### src/rtl/rot_shift_pipe_pkg.sv
// -----------------------------------------------------------------------------
// rot_shift_pkg
// Shared types for the pipelined rotator/shifter.
//   rs_mode_t  : operating mode carried with every beat through the pipeline.
//   rs_ctrl_t  : width-independent part of a stage payload (valid + mode).
//                The top module wraps it with WIDTH-dependent amount/data
//                fields to form the full stage register.
// -----------------------------------------------------------------------------
package rot_shift_pkg;

  localparam int RS_MODE_W = 2;

  typedef enum logic [RS_MODE_W-1:0] {
    RS_ROR = 2'd0,
    RS_ROL = 2'd1,
    RS_LSR = 2'd2,
    RS_ASR = 2'd3
  } rs_mode_t;

  typedef struct packed {
    logic     valid;
    rs_mode_t mode;
  } rs_ctrl_t;

endpackage : rot_shift_pkg

### src/rtl/rot_shift_pipe_if.sv
// -----------------------------------------------------------------------------
// rot_shift_pipe_if
// Stream interface of the rotator/shifter.
//   in_valid/in_ready/in_data/in_amt/in_mode : producer side beat
//   out_valid/out_ready/out_data             : consumer side beat
//   busy                                     : any pipeline stage occupied
// Modports:
//   slave  : view of the rot_shift_pipe block
//   master : view of the environment driving/consuming the block
// -----------------------------------------------------------------------------
interface rot_shift_pipe_if #(
  parameter int WIDTH = 8
);

  localparam int AW = $clog2(WIDTH);

  logic             in_valid;
  logic             in_ready;
  logic [WIDTH-1:0] in_data;
  logic [AW-1:0]    in_amt;
  logic [1:0]       in_mode;
  logic             out_valid;
  logic             out_ready;
  logic [WIDTH-1:0] out_data;
  logic             busy;

  modport slave (
    input  in_valid,
    output in_ready,
    input  in_data,
    input  in_amt,
    input  in_mode,
    output out_valid,
    input  out_ready,
    output out_data,
    output busy
  );

  modport master (
    output in_valid,
    input  in_ready,
    output in_data,
    output in_amt,
    output in_mode,
    input  out_valid,
    output out_ready,
    input  out_data,
    input  busy
  );

endinterface : rot_shift_pipe_if

### src/rtl/rot_shift_pipe_stage.sv
// -----------------------------------------------------------------------------
// rot_shift_stage
// Purely combinational single-stage move of SHIFT bits (SHIFT = 2^k).
//   en    : amount bit k of the beat; 0 passes the data through unchanged
//   mode  : ROR / ROL / LSR / ASR
//   d_in  : data entering the stage
//   d_out : moved data, registered by the top module
// SHIFT is always in 1..WIDTH/2, so every slice below is non-empty.
// -----------------------------------------------------------------------------
module rot_shift_stage
  import rot_shift_pkg::*;
#(
  parameter int WIDTH = 8,
  parameter int SHIFT = 1
) (
  input  logic             en,
  input  rs_mode_t         mode,
  input  logic [WIDTH-1:0] d_in,
  output logic [WIDTH-1:0] d_out
);

  // Select the moved word for this stage, or pass through when not enabled.
  always_comb begin
    d_out = d_in;
    if (en) begin
      case (mode)
        RS_ROR:  d_out = {d_in[SHIFT-1:0], d_in[WIDTH-1:SHIFT]};
        RS_ROL:  d_out = {d_in[WIDTH-1-SHIFT:0], d_in[WIDTH-1:WIDTH-SHIFT]};
        RS_LSR:  d_out = {{SHIFT{1'b0}}, d_in[WIDTH-1:SHIFT]};
        // The MSB seen here is still the original sign: earlier stages only
        // ever refill the top with that same bit.
        RS_ASR:  d_out = {{SHIFT{d_in[WIDTH-1]}}, d_in[WIDTH-1:SHIFT]};
        default: d_out = d_in;
      endcase
    end else begin
      d_out = d_in;
    end
  end

endmodule : rot_shift_stage

### src/rtl/rot_shift_pipe.sv
// -----------------------------------------------------------------------------
// rot_shift_pipe
// Pipelined barrel rotator/shifter with a valid/ready stream interface.
// WIDTH must be a power of two, at least 4; the pipeline has AW=log2(WIDTH)
// register stages, stage k moving by 2^k when amount bit k is set.
// Ports:
//   clk : rising-edge clock
//   rst : synchronous active-high reset, flushes every in-flight beat
//   bus : rot_shift_pipe_if.slave (in_* beat, out_* beat, busy)
// Flow control is a single global advance: the whole pipe moves when the
// output slot is empty or being taken, otherwise every stage holds. Bubbles
// travel like beats, so latency is a fixed AW cycles when unstalled.
// -----------------------------------------------------------------------------
module rot_shift_pipe
  import rot_shift_pkg::*;
#(
  parameter int WIDTH = 8
) (
  input logic            clk,
  input logic            rst,
  rot_shift_pipe_if.slave bus
);

  localparam int AW = $clog2(WIDTH);

  typedef struct packed {
    rs_ctrl_t         ctrl;
    logic [AW-1:0]    amt;
    logic [WIDTH-1:0] data;
  } stage_t;

  stage_t           stage_r  [AW];
  stage_t           src_s    [AW];
  stage_t           nxt_s    [AW];
  logic [WIDTH-1:0] moved_s  [AW];
  stage_t           head_s;
  logic             adv_s;
  logic             in_ready_s;
  logic             in_fire_s;
  logic             busy_s;

  // The last stage is the output register, so it gates the whole pipeline.
  assign adv_s      = !stage_r[AW-1].ctrl.valid || bus.out_ready;
  assign in_ready_s = adv_s && !rst;
  assign in_fire_s  = bus.in_valid && in_ready_s;

  // Payload entering stage 0; valid only for an actual transfer.
  always_comb begin
    head_s           = '0;
    head_s.ctrl.valid = in_fire_s;
    head_s.ctrl.mode  = rs_mode_t'(bus.in_mode);
    head_s.amt        = bus.in_amt;
    head_s.data       = bus.in_data;
  end

  for (genvar k = 0; k < AW; k++) begin : g_stage
    if (k == 0) begin : g_head
      assign src_s[k] = head_s;
    end else begin : g_body
      assign src_s[k] = stage_r[k-1];
    end

    rot_shift_stage #(
      .WIDTH (WIDTH),
      .SHIFT (2 ** k)
    ) u_stage (
      .en    (src_s[k].amt[k]),
      .mode  (src_s[k].ctrl.mode),
      .d_in  (src_s[k].data),
      .d_out (moved_s[k])
    );

    // Control and amount ride along unchanged; only the data is moved.
    assign nxt_s[k] = {src_s[k].ctrl, src_s[k].amt, moved_s[k]};
  end

  // Stage registers: flush on reset, load on advance, otherwise hold.
  always_ff @(posedge clk) begin
    if (rst) begin
      for (int k = 0; k < AW; k++) begin
        stage_r[k] <= '0;
      end
    end else if (adv_s) begin
      for (int k = 0; k < AW; k++) begin
        stage_r[k] <= nxt_s[k];
      end
    end else begin
      for (int k = 0; k < AW; k++) begin
        stage_r[k] <= stage_r[k];
      end
    end
  end

  // Occupancy: OR of every stage valid bit.
  always_comb begin
    busy_s = 1'b0;
    for (int k = 0; k < AW; k++) begin
      busy_s = busy_s | stage_r[k].ctrl.valid;
    end
  end

  assign bus.in_ready  = in_ready_s;
  assign bus.out_valid = stage_r[AW-1].ctrl.valid;
  assign bus.out_data  = stage_r[AW-1].data;
  assign bus.busy      = busy_s;

endmodule : rot_shift_pipe

### src/flat_wrapper.sv
// flat-port wrapper written by rule: the top's interface ports become plain ports
module rot_shift_pipe_flat import rot_shift_pkg::*;
#(
  parameter int WIDTH = 8
)
  (clk, rst, bus_in_valid, bus_in_ready, bus_in_data, bus_in_amt, bus_in_mode, bus_out_valid, bus_out_ready, bus_out_data, bus_busy);
  rot_shift_pipe_if #(.WIDTH(WIDTH)) bus_i ();
  input logic clk;
  input logic rst;
  input wire logic [$bits(bus_i.in_valid)-1:0] bus_in_valid;
  output wire logic [$bits(bus_i.in_ready)-1:0] bus_in_ready;
  input wire logic [$bits(bus_i.in_data)-1:0] bus_in_data;
  input wire logic [$bits(bus_i.in_amt)-1:0] bus_in_amt;
  input wire logic [$bits(bus_i.in_mode)-1:0] bus_in_mode;
  output wire logic [$bits(bus_i.out_valid)-1:0] bus_out_valid;
  input wire logic [$bits(bus_i.out_ready)-1:0] bus_out_ready;
  output wire logic [$bits(bus_i.out_data)-1:0] bus_out_data;
  output wire logic [$bits(bus_i.busy)-1:0] bus_busy;
  assign bus_i.in_valid = bus_in_valid;
  assign bus_in_ready = bus_i.in_ready;
  assign bus_i.in_data = bus_in_data;
  assign bus_i.in_amt = bus_in_amt;
  assign bus_i.in_mode = bus_in_mode;
  assign bus_out_valid = bus_i.out_valid;
  assign bus_i.out_ready = bus_out_ready;
  assign bus_out_data = bus_i.out_data;
  assign bus_busy = bus_i.busy;
  rot_shift_pipe #(.WIDTH(WIDTH)) u_core (.clk(clk), .rst(rst), .bus(bus_i));
endmodule
### config.mk
export PLATFORM = sky130hd
export DESIGN_NAME = rot_shift_pipe_flat
export DESIGN_NICKNAME = d
export VERILOG_FILES = /design/src/rtl/rot_shift_pipe_pkg.sv /design/src/rtl/rot_shift_pipe_if.sv /design/src/rtl/rot_shift_pipe_stage.sv /design/src/rtl/rot_shift_pipe.sv /design/src/flat_wrapper.sv
export SDC_FILE = /design/constraint.sdc
export NUM_CORES = 1
export LEC_CHECK = 0
export ABC_AREA = 1
export CAP_MARGIN = 30
export CORE_MARGIN = 8
export CORE_UTILIZATION = 45
export CTS_BUF_LIST = sky130_fd_sc_hd__clkbuf_4
export DETAILED_ROUTE_END_ITERATION = 8
export PLACE_DENSITY = 0.78
export RECOVER_POWER = 50
export SLEW_MARGIN = 30
export SYNTH_ARGS = -nofsm -noshare
export SYNTH_HDL_FRONTEND = slang
export SYNTH_HIERARCHICAL = 1
export SYNTH_SLANG_ARGS = --single-unit
### constraint.sdc
create_clock -name clk -period 2.3 [get_ports clk]
set_input_delay 0.46 -clock clk [delete_from_list [all_inputs] [get_ports clk]]
set_output_delay 0.46 -clock clk [all_outputs]
set_load 0.05 [all_outputs]
# ---- Yosys cells after proc, flatten, opt, wreduce, memory -nomap -nowiden
# Memory sizes are Yosys's and may differ from the RTL's.
# Cells that the tools add are included.
dict set report op_classes {
  n_eq_ne 9
  n_reduce_logical 9
  n_mux 20
  n_bitwise 8
}
# operator n
set ops {}
lappend ops {{14-bit 2-to-1 mux} 6}
lappend ops {{8-bit case mux with 4 select lines} 2}
lappend ops {{8-bit 2-to-1 mux} 3}
lappend ops {{8-bit case mux with 3 select lines} 1}
lappend ops {{2-bit == test (second input constant)} 6}
lappend ops {{1-bit 2-to-1 mux} 8}
lappend ops {{1-bit OR} 8}
lappend ops {{2-bit by 1-bit == test with 1-bit output (second input constant)} 3}
lappend ops {{2-bit zero test} 3}
lappend ops {{1-bit logical AND} 2}
lappend ops {{1-bit zero test} 2}
lappend ops {{2-bit OR reduction} 1}
lappend ops {{1-bit logical OR} 1}
dict set report totals {
  out_inout_bits 11
  memories 1
  register_bits 0
  ramBits 42
  input_bits 17
  wordCells 47
}
# name depth word_bits read_ports rd_clocked_by_memory_dff write_ports line_no
set mem_list {}
lappend mem_list {u_core.stage_r 3 14 3 0 3 rot_shift_pipe.sv:32} ;# stage_t stage_r [AW];

# ---- Logic depth before layout (Yosys ltp)
# Gate-level depths: netlist of the first run.
dict set report logic_depth {
  depth_word 7
  depth_mapped 8
}

# ---- Cells and area by module
# Netlist of the first run, hierarchy kept.
# mod cells_each n_inst area_per_inst_um2
set modules_own_cells {}
lappend modules_own_cells {rot_shift_pipe 113 1 1361.3}
lappend modules_own_cells {{rot_shift_stage at u_core.g_stage[1].u_stage} 56 1 240.2}
lappend modules_own_cells {{rot_shift_stage at u_core.g_stage[0].u_stage} 54 1 226.5}
lappend modules_own_cells {{rot_shift_stage at u_core.g_stage[2].u_stage} 36 1 155.1}

# ---- Least setup slack after synthesis of the first run
# Ideal clock, no wire load.
dict set report synth_path {
  path_type {flip-flop to flip-flop}
  startpoint {mem u_core/stage_r[0][41] (netlist name)}
  endpoint {mem u_core/stage_r[0][0] (netlist name) (enable)}
  n_path_buf 0
  path_stages_with_launch 2
  slack_ns 0.137
  setup_time_ns 0.580
  required_time_ns 1.720
  synth_period_minus_slack_ns 2.163
  arrival_ns 1.583
  cell_sequence {edfxtp_1 nand3_1}
}
# item line_no
set synth_lines {}
lappend synth_lines {{start, declared} rot_shift_pipe.sv:32}

==> flow_metrics.tcl, run 1 <==
set metrics [dict create \
    status "finished clean" \
    final_common_cell "nand2_1" \
    finalWorstSetupSlack_ps 159 \
    hold_start "u_core/stage_r[0][10]" \
    drt-initial-drc-count 106 \
    fillerInstances 401 \
    r2r_start "u_core/stage_r[0][41]" \
    die_h_um 82.4 \
    nNetsFinal 306 \
    synth_area_mm2 0.00198 \
    grt_max_degree 35 \
    crit_slowest_cell "clkdlybuf4s50_1" \
    clock-root-buffer "clkbuf_4" \
    worstSetupStartpointType "flip-flop" \
    routed_wl_um 3250 \
    seq_area_mm2 0.00102 \
    r2r_slack_ps 730 \
    track_usage_pct 11.3 \
    cp_top_family "buffers and inverters" \
    power_leakage_nw 1.18 \
    core_area_mm2 0.00429 \
    cap_violations 0 \
    path_cells "nor2_1 -> nand2_1 -> clkdlybuf4s50_1" \
    stdcell_count 342 \
    worstRegToRegCells 2 \
    place_inst 334 \
    fmax_ghz 0.467 \
    area_growth_pct 18.2 \
    final_util_pct 54.6 \
    slowest_delay_ps 800 \
    worst_slew_pin_slew_ps 778 \
    start_util_pct 46.2 \
    top_regs "u_core/stage_r: 34 flops" \
    critical_path_arrival_ps 1680 \
    antennaDiodeCount 0 \
    antenna_found_initial 0 \
    crit_start "u_core/stage_r[0][41]" \
    yosysTopAreaCellShare_pct 51.5 \
    viasPerCell 4.55 \
    synth_fp_nets 276 \
    cts_tree "yes" \
    worstPathRequired_ps 1840 \
    cp_max_fo 4 \
    dp_slack_ps 452 \
    yosys.area.top_type "edfxtp_1" \
    slew_viol_final 0 \
    clkLatencyLatePin_ps 330 \
    hold_class "reg -> reg" \
    cp.depth 3 \
    avgSynthCellArea_um2 7.66 \
    yosysSeqAreaShare_pct 51.5 \
    hpwl_um 2410 \
    pwr_density_cell_mw_per_mm2 629 \
    htree_levels 2 \
    dieArea_mm2 0.00679 \
    die_w_um 82.4 \
    ir_drop_uv 280 \
    clkSlewWorstSetupHoldPaths_ps 100 \
    pin_count 28 \
    drtAntennaViolNets 0 \
    top_register "u_core/stage_r" \
    cts_made_buffers 5 \
    post_cts_buffers 0 \
    wl_per_cell_um 9.49 \
    ys_types 15 \
    io_buffer_count 27 \
    cts.repair.resized 0 \
    overflow 0 \
    min_period_over_period_pct 93.1 \
    postSynthCellCount 259 \
    cp.buffers_inverters 1 \
    finalSetupViolCount 0 \
    r2r-end "u_core/stage_r[0][2]" \
    largest_reg_flops 34 \
    final_cell_mix "nand2_1, inv_1, nor2_1" \
    yosysWarningCount 6 \
    synth_seq_cells 34 \
    drc 0 \
    endpoint "bus_busy" \
    maxSlewHeadroom_pct 48.1 \
    final_layout_size_suffix_gt1_share_pct 8.62 \
    grt_pass1_vias 1531 \
    grt_pass1_wl_um 5910 \
    multi_input_area_um2 662 \
    fin_tns_setup_ps 0 \
    num_vias 1555 \
    worstSetupPathType "reg -> out" \
    clock-sinks 34 \
    skew_ps 12.5 \
    yosys-top-cells-area "edfxtp_1, nand2_1, inv_1" \
    std_cell_rows 24 \
    hold_buffers 0 \
    hold_violations 0 \
    rsz0062_at_grt "false" \
    clockBufferDepth 2 \
    gp_congestion 0.863 \
    crit_path_end_kind "output pin" \
    firstDrtPassIters 4 \
    period_minus_slack_ps 2140 \
]
==> power breakdown <==
part           internal, mW  switching [mW]  leakage (nW)  total (mW)
combinational         0.113           0.179         0.732       0.292
clock                 0.225           0.190        0.0450       0.415
sequential            0.736          0.0313         0.402       0.767
==> through the flow <==
step,area [um^2],total power [mW],hold slack [ps]
after global routing,2340,1.56,593
after floorplan,1980,0.993,526
after CTS,2370,1.49,565
final,2340,1.47,560
after global placement,2290,1.07,535
after detailed placement,2290,1.08,544
==> kinds of logic (layout without fill, tap and decap cells) <==
kind of cell / count (synthesis) / after routing / synth area share, %
compound gates: 6 / 6 / 1.51
simple gates: 153 / 153 / 31.9
flops: 34 / 34 / 51.5
buf+inv: 66 / 97 / 15.1
==> worst register-to-register path: cells and delay by family (launching register included) <==
family | cells | cell delay [ps]
buffers and inverters | 1 | 610
flip-flops | 1 | 460
AND/OR/NAND/NOR | 1 | 110
==> cells in the mapped netlist, drive strengths merged <==
master  count
nand2      92
inv        60
nor2       45
edfxtp     34
nand3      16
buf         6
o21ai       4
a21oi       2
==> layer usage <==
metal | vias to the layer above | GRT usage (%) | wire length (um)
met1 | 684 | 10.3 | 1270
met3 | 4 | 4.11 | 211
met5 | - | 0 | 0
met4 | 0 | 5.96 | 55
met2 | 35 | 21.1 | 1710
li1 | 832 | - | -
==> final cells by class <==
cell class                 count  area share [%]
clock inverter                 3            1.71
tap                           52            2.77
multi-input combinational    159            28.2
inverter                      60            9.66
sequential                    34            43.5
clock buffer                   5            1.60
timing repair buffer          29            12.5
==> worst min path at each step <==
stage	slack (ps)	cells after the start	endpoint
2_1_floorplan	530	2	u_core/stage_r[0][24]
3_3_place_gp	530	2	u_core/stage_r[0][24]
3_5_place_dp	540	2	u_core/stage_r[0][24]
4_1_cts	560	2	u_core/stage_r[0][24]
5_1_grt	590	2	u_core/stage_r[0][24]
6_report	560	2	u_core/stage_r[0][24]
Power figures use the tool's default switching activity.
==> run 2: changes to the inputs <==
HOLD_SLACK_MARGIN = 0.1   (was not set)
PLACE_DENSITY = not set   (was 0.78)
PLACE_DENSITY_LB_ADDON = 0.12   (was not set)
==> flow_metrics.tcl, run 2 (synthesized netlist as in run 1, its figures left out) <==
set metrics [dict create \
    cp_max_fo 4 \
    pin_count 28 \
    nNetsFinal 306 \
    grt_pass1_wl_um 5780 \
    io_buffer_count 27 \
    largest_reg_flops 34 \
    core_area_mm2 0.00429 \
    swShare_pct 25.5 \
    hold_start "u_core/stage_r[0][10]" \
    worstPathRequired_ps 1840 \
    p_int_mw 1.18 \
    clockBufferDepth 2 \
    num_vias 1548 \
    rsz0062_at_grt "false" \
    hold_buffers 0 \
    top_regs "u_core/stage_r: 34 flops" \
    post_cts_buffers 0 \
    area_growth_pct 19.6 \
    worstHoldPathCells 2 \
    cp.buffers_inverters 1 \
    status "finished clean" \
    path_cells "nor2_1 -> nand2_1 -> clkdlybuf4s50_1" \
    clkLatencyLatePin_ps 340 \
    worst_slew_pin_slew_ps 831 \
    overflow 0 \
    seqPwrFrac_pct 48.4 \
    grt_pass1_vias 1478 \
    cts_made_buffers 5 \
    cp_top_family "buffers and inverters" \
    r2r_slack_ps 720 \
    htree_levels 2 \
    drt-initial-drc-count 61 \
    whs_endpoint "u_core/stage_r[0][24]" \
    start_util_pct 46.2 \
    pwr_density_cell_mw_per_mm2 670 \
    worstSetupPathType "reg -> out" \
    firstDrtPassIters 4 \
    place_area_mm2 0.00229 \
    viasPerCell 4.53 \
    final_layout_size_suffix_gt1_share_pct 7.93 \
    p_comb_share_pct 18.3 \
    skew_ps 16.5 \
    hpwl_um 2480 \
    drc 0 \
    fmax_ghz 0.475 \
    wl_per_cell_um 9.68 \
    drtAntennaViolNets 0 \
    clock-sinks 34 \
    clkSlewWorstSetupHoldPaths_ps 100 \
    power_leakage_nw 1.19 \
    track_usage_pct 11.0 \
    clockPowerShare_pct 33.3 \
    cts.repair.resized 0 \
    cts_tree "yes" \
    slew_viol_final 0 \
    slowest_delay_ps 790 \
    hold_violations 0 \
    gp_congestion 0.826 \
    die_h_um 82.4 \
    p_sw_mw 0.405 \
    r2r_start "u_core/stage_r[0][41]" \
    worstSetupStartpointType "flip-flop" \
    die_w_um 82.4 \
    final_cell_mix "nand2_1, inv_1, nor2_1" \
    ir_drop_uv 320 \
    grt_max_degree 35 \
    hold_class "reg -> reg" \
    r2r-end "u_core/stage_r[0][1]" \
    finalSetupViolCount 0 \
    worstRegToRegCells 2 \
    routed_wl_um 3310 \
    critical_path_arrival_ps 1650 \
    dieArea_mm2 0.00679 \
    crit_slowest_cell "clkdlybuf4s50_1" \
    antennaDiodeCount 0 \
    min_period_over_period_pct 91.6 \
    period_minus_slack_ps 2110 \
    final_common_cell "nand2_1" \
    crit_path_end_kind "output pin" \
    antenna_found_initial 0 \
    clock-root-buffer "clkbuf_4" \
    fin_area_mm2 0.00237 \
    maxSlewHeadroom_pct 44.6 \
    cap_violations 0 \
    std_cell_rows 24 \
    top_register "u_core/stage_r" \
    fin_tns_setup_ps 0 \
]
[run 2: routing by layer]
layer / vias up / GRT usage, % / wire length, um
li1: 832 / - / -
met1: 684 / 10.6 / 1400
met2: 28 / 20.4 / 1680
met3: 4 / 3.90 / 177
met4: 0 / 4.74 / 51
met5: - / 0 / 0
[run 2: how the worst max path moves through the flow]
stage	depth (start not counted)	end	slack [ps]	start
5_1_grt	3	bus_busy	60	u_core/stage_r[0][41]
3_3_place_gp	6	bus_in_ready	430	bus_out_ready
2_1_floorplan	1	u_core/stage_r[0][0]	140	u_core/stage_r[0][41]
3_5_place_dp	6	bus_in_ready	420	bus_out_ready
4_1_cts	3	bus_busy	130	u_core/stage_r[0][41]
6_report	3	bus_busy	190	u_core/stage_r[0][41]
[run 2: layout make-up]
type / count / area [um^2]
Clock buffer: 5 / 37.5
Clock inverter: 3 / 63.8
Fill cell: 431 / 1920
Inverter: 60 / 233
Multi-Input combinational cell: 159 / 659
Sequential cell: 34 / 1020
Tap cell: 52 / 65.1
Timing Repair Buffer: 29 / 293
[run 2: worst register-to-register path: cells and delay by family (launching register included)]
family,cells,cell delay (ps)
buffers and inverters,1,650
and+or+nand+nor,1,110
DFF,1,450
[run 2: power by group through the flow]
stage	Combinational [mW]	Sequential [mW]	Clock [mW]
finish	0.291	0.769	0.529
global route	0.327	0.775	0.573
CTS	0.296	0.770	0.544
detailed placement	0.295	0.784	0
global placement	0.292	0.782	0
floorplan	0.179	0.814	0
[run 2: through the flow]
step | hold slack (ps) | power [mW] | std cells | util [%] | worst slack, ps
after detailed placement | 554 | 1.08 | 334 | 53.3 | 421
after CTS | 578 | 1.61 | 342 | 55.7 | 128
after global placement | 532 | 1.07 | 334 | 53.3 | 427
after global routing | 599 | 1.68 | 342 | 55.2 | 58.5
after floorplan | 526 | 0.993 | 259 | - | 137
final | 570 | 1.59 | 342 | 55.2 | 193
==> run 3: changes to the inputs <==
ABC_CLOCK_PERIOD_IN_PS = 2300   (was not set)
CELL_PAD_IN_SITES_DETAIL_PLACEMENT = 0   (was not set)
CELL_PAD_IN_SITES_GLOBAL_PLACEMENT = 1   (was not set)
CORE_UTILIZATION = 41   (was 45)
SKIP_CTS_REPAIR_TIMING = 1   (was not set)
==> flow_metrics.tcl, run 3 (synthesized netlist as in run 1, its figures left out) <==
set metrics [dict create \
    status "finished clean" \
    die_w_um 85.6 \
    hold_violations 0 \
    top_register "u_core/stage_r" \
    final_layout_size_suffix_gt1_share_pct 8.28 \
    htree_levels 2 \
    multi_input_area_um2 662 \
    dieArea_mm2 0.00732 \
    critical_path_arrival_ps 1650 \
    cap_violations 0 \
    crit_slowest_cell "clkdlybuf4s50_1" \
    finalSetupViolCount 0 \
    hpwl_um 2540 \
    drc 0 \
    ir_drop_uv 216 \
    clockBufferDepth 2 \
    routed_wl_um 3360 \
    cp_top_family "buffers and inverters" \
    slew_viol_final 0 \
    area_growth_pct 17.5 \
    worstSetupStartpointType "flip-flop" \
    grt_pass1_wl_um 6040 \
    cp.buffers_inverters 1 \
    rsz0062_at_grt "false" \
    cp.depth 3 \
    largest_reg_flops 34 \
    viasPerCell 4.43 \
    hold_class "reg -> reg" \
    nNetsFinal 306 \
    final_common_cell "nand2_1" \
    cts_tree "yes" \
    seq_area_mm2 0.00102 \
    cp_max_fo 4 \
    wl_per_cell_um 9.77 \
    slowest_delay_ps 790 \
    r2r_start "u_core/stage_r[0][41]" \
    maxSlewHeadroom_pct 45.8 \
    antenna_found_initial 0 \
    grt_pass1_vias 1506 \
    clock-sinks 34 \
    firstDrtPassIters 4 \
    clkLatencyLatePin_ps 330 \
    gp_congestion 0.803 \
    drtAntennaViolNets 0 \
    antennaDiodeCount 0 \
    core_area_mm2 0.00469 \
    final_cell_mix "nand2_1, inv_1, nor2_1" \
    start_util_pct 42.3 \
    worstRegToRegCells 2 \
    track_usage_pct 10.4 \
    top_regs "u_core/stage_r: 34 flops" \
    clkSlewWorstSetupHoldPaths_ps 110 \
    drt-initial-drc-count 48 \
    fmax_ghz 0.473 \
    cts_made_buffers 5 \
    period_minus_slack_ps 2110 \
    worstSetupPathType "reg -> out" \
    pin_count 28 \
    grt_max_degree 35 \
    worstPathRequired_ps 1840 \
    crit_start "u_core/stage_r[0][41]" \
    fin_tns_setup_ps 0 \
    num_vias 1523 \
    overflow 0 \
    crit_path_end_kind "output pin" \
    endpoint "bus_busy" \
    skew_ps 8.14 \
    min_period_over_period_pct 91.9 \
    std_cell_rows 25 \
    path_cells "nor2_1 -> nand2_1 -> clkdlybuf4s50_1" \
    worst_slew_pin_slew_ps 813 \
    fillerInstances 477 \
    die_h_um 85.6 \
    power_leakage_nw 1.17 \
    clock-root-buffer "clkbuf_4" \
    r2r_slack_ps 730 \
    io_buffer_count 27 \
    pwr_density_cell_mw_per_mm2 589 \
    r2r-end "u_core/stage_r[0][1]" \
    hold_ws_ps 551 \
]
[run 3: cell count changes in the layout (fill, tap and decap cells not counted)]
cell / before / now
bufinv_16: 2 / 0
clkinv_2: 0 / 1
clkinvlp_4: 0 / 1
nand2_1: 88 / 87
nand2_2: 1 / 2
[run 3: stage by stage]
| step | instances | setup slack, ps | cell area (um^2) | power, mW | util, % |
|---|---|---|---|---|---|
| 2_1_floorplan | 259 | 137 | 1980 | 0.993 | - |
| 3_3_place_gp | 336 | 418 | 2290 | 1.08 | 48.8 |
| 3_5_place_dp | 336 | 404 | 2290 | 1.08 | 48.8 |
| 4_1_cts | 344 | 144 | 2340 | 1.40 | 50.0 |
| 5_1_grt | 344 | 102 | 2330 | 1.46 | 49.7 |
| 6_report | 344 | 186 | 2330 | 1.37 | 49.7 |
[run 3: how the worst min path moves through the flow]
stage / slack [ps] / depth (start not counted) / to / from
after detailed placement: 540 / 2 / u_core/stage_r[0][24] / u_core/stage_r[0][10]
final: 550 / 2 / u_core/stage_r[0][24] / u_core/stage_r[0][10]
after CTS: 560 / 2 / u_core/stage_r[0][24] / u_core/stage_r[0][10]
after global routing: 610 / 2 / u_core/stage_r[0][41] / u_core/stage_r[0][27]
after floorplan: 530 / 2 / u_core/stage_r[0][24] / u_core/stage_r[0][10]
after global placement: 540 / 2 / u_core/stage_r[0][41] / u_core/stage_r[0][27]
[run 3: layout make-up]
class,instances,area share [%]
flip-flops and latches,34,43.8
repair buffers,29,12.6
clock inverters,3,0.698
multi-input cells,159,28.4
clock buffers,5,1.61
well taps,54,2.90
inverters,60,9.99
[run 3: report_power, final]
part | switching (mW) | internal [mW] | total, mW
sequential | 0.0330 | 0.736 | 0.769
combinational | 0.177 | 0.114 | 0.291
clock | 0.200 | 0.114 | 0.313
[run 3: per-layer routing]
layer | vias to the layer above | wire (um) | GRT usage (%)
li1 | 831 | - | -
met1 | 659 | 1390 | 9.44
met2 | 29 | 1780 | 19.5
met3 | 4 | 143 | 3.63
met4 | 0 | 46 | 5.73
met5 | - | 0 | 0
[run 3: worst min-delay path, cell delays in order (launching register included)]
cell	delay, ps
edfxtp_1	330
inv_1	40
nor2_2	80
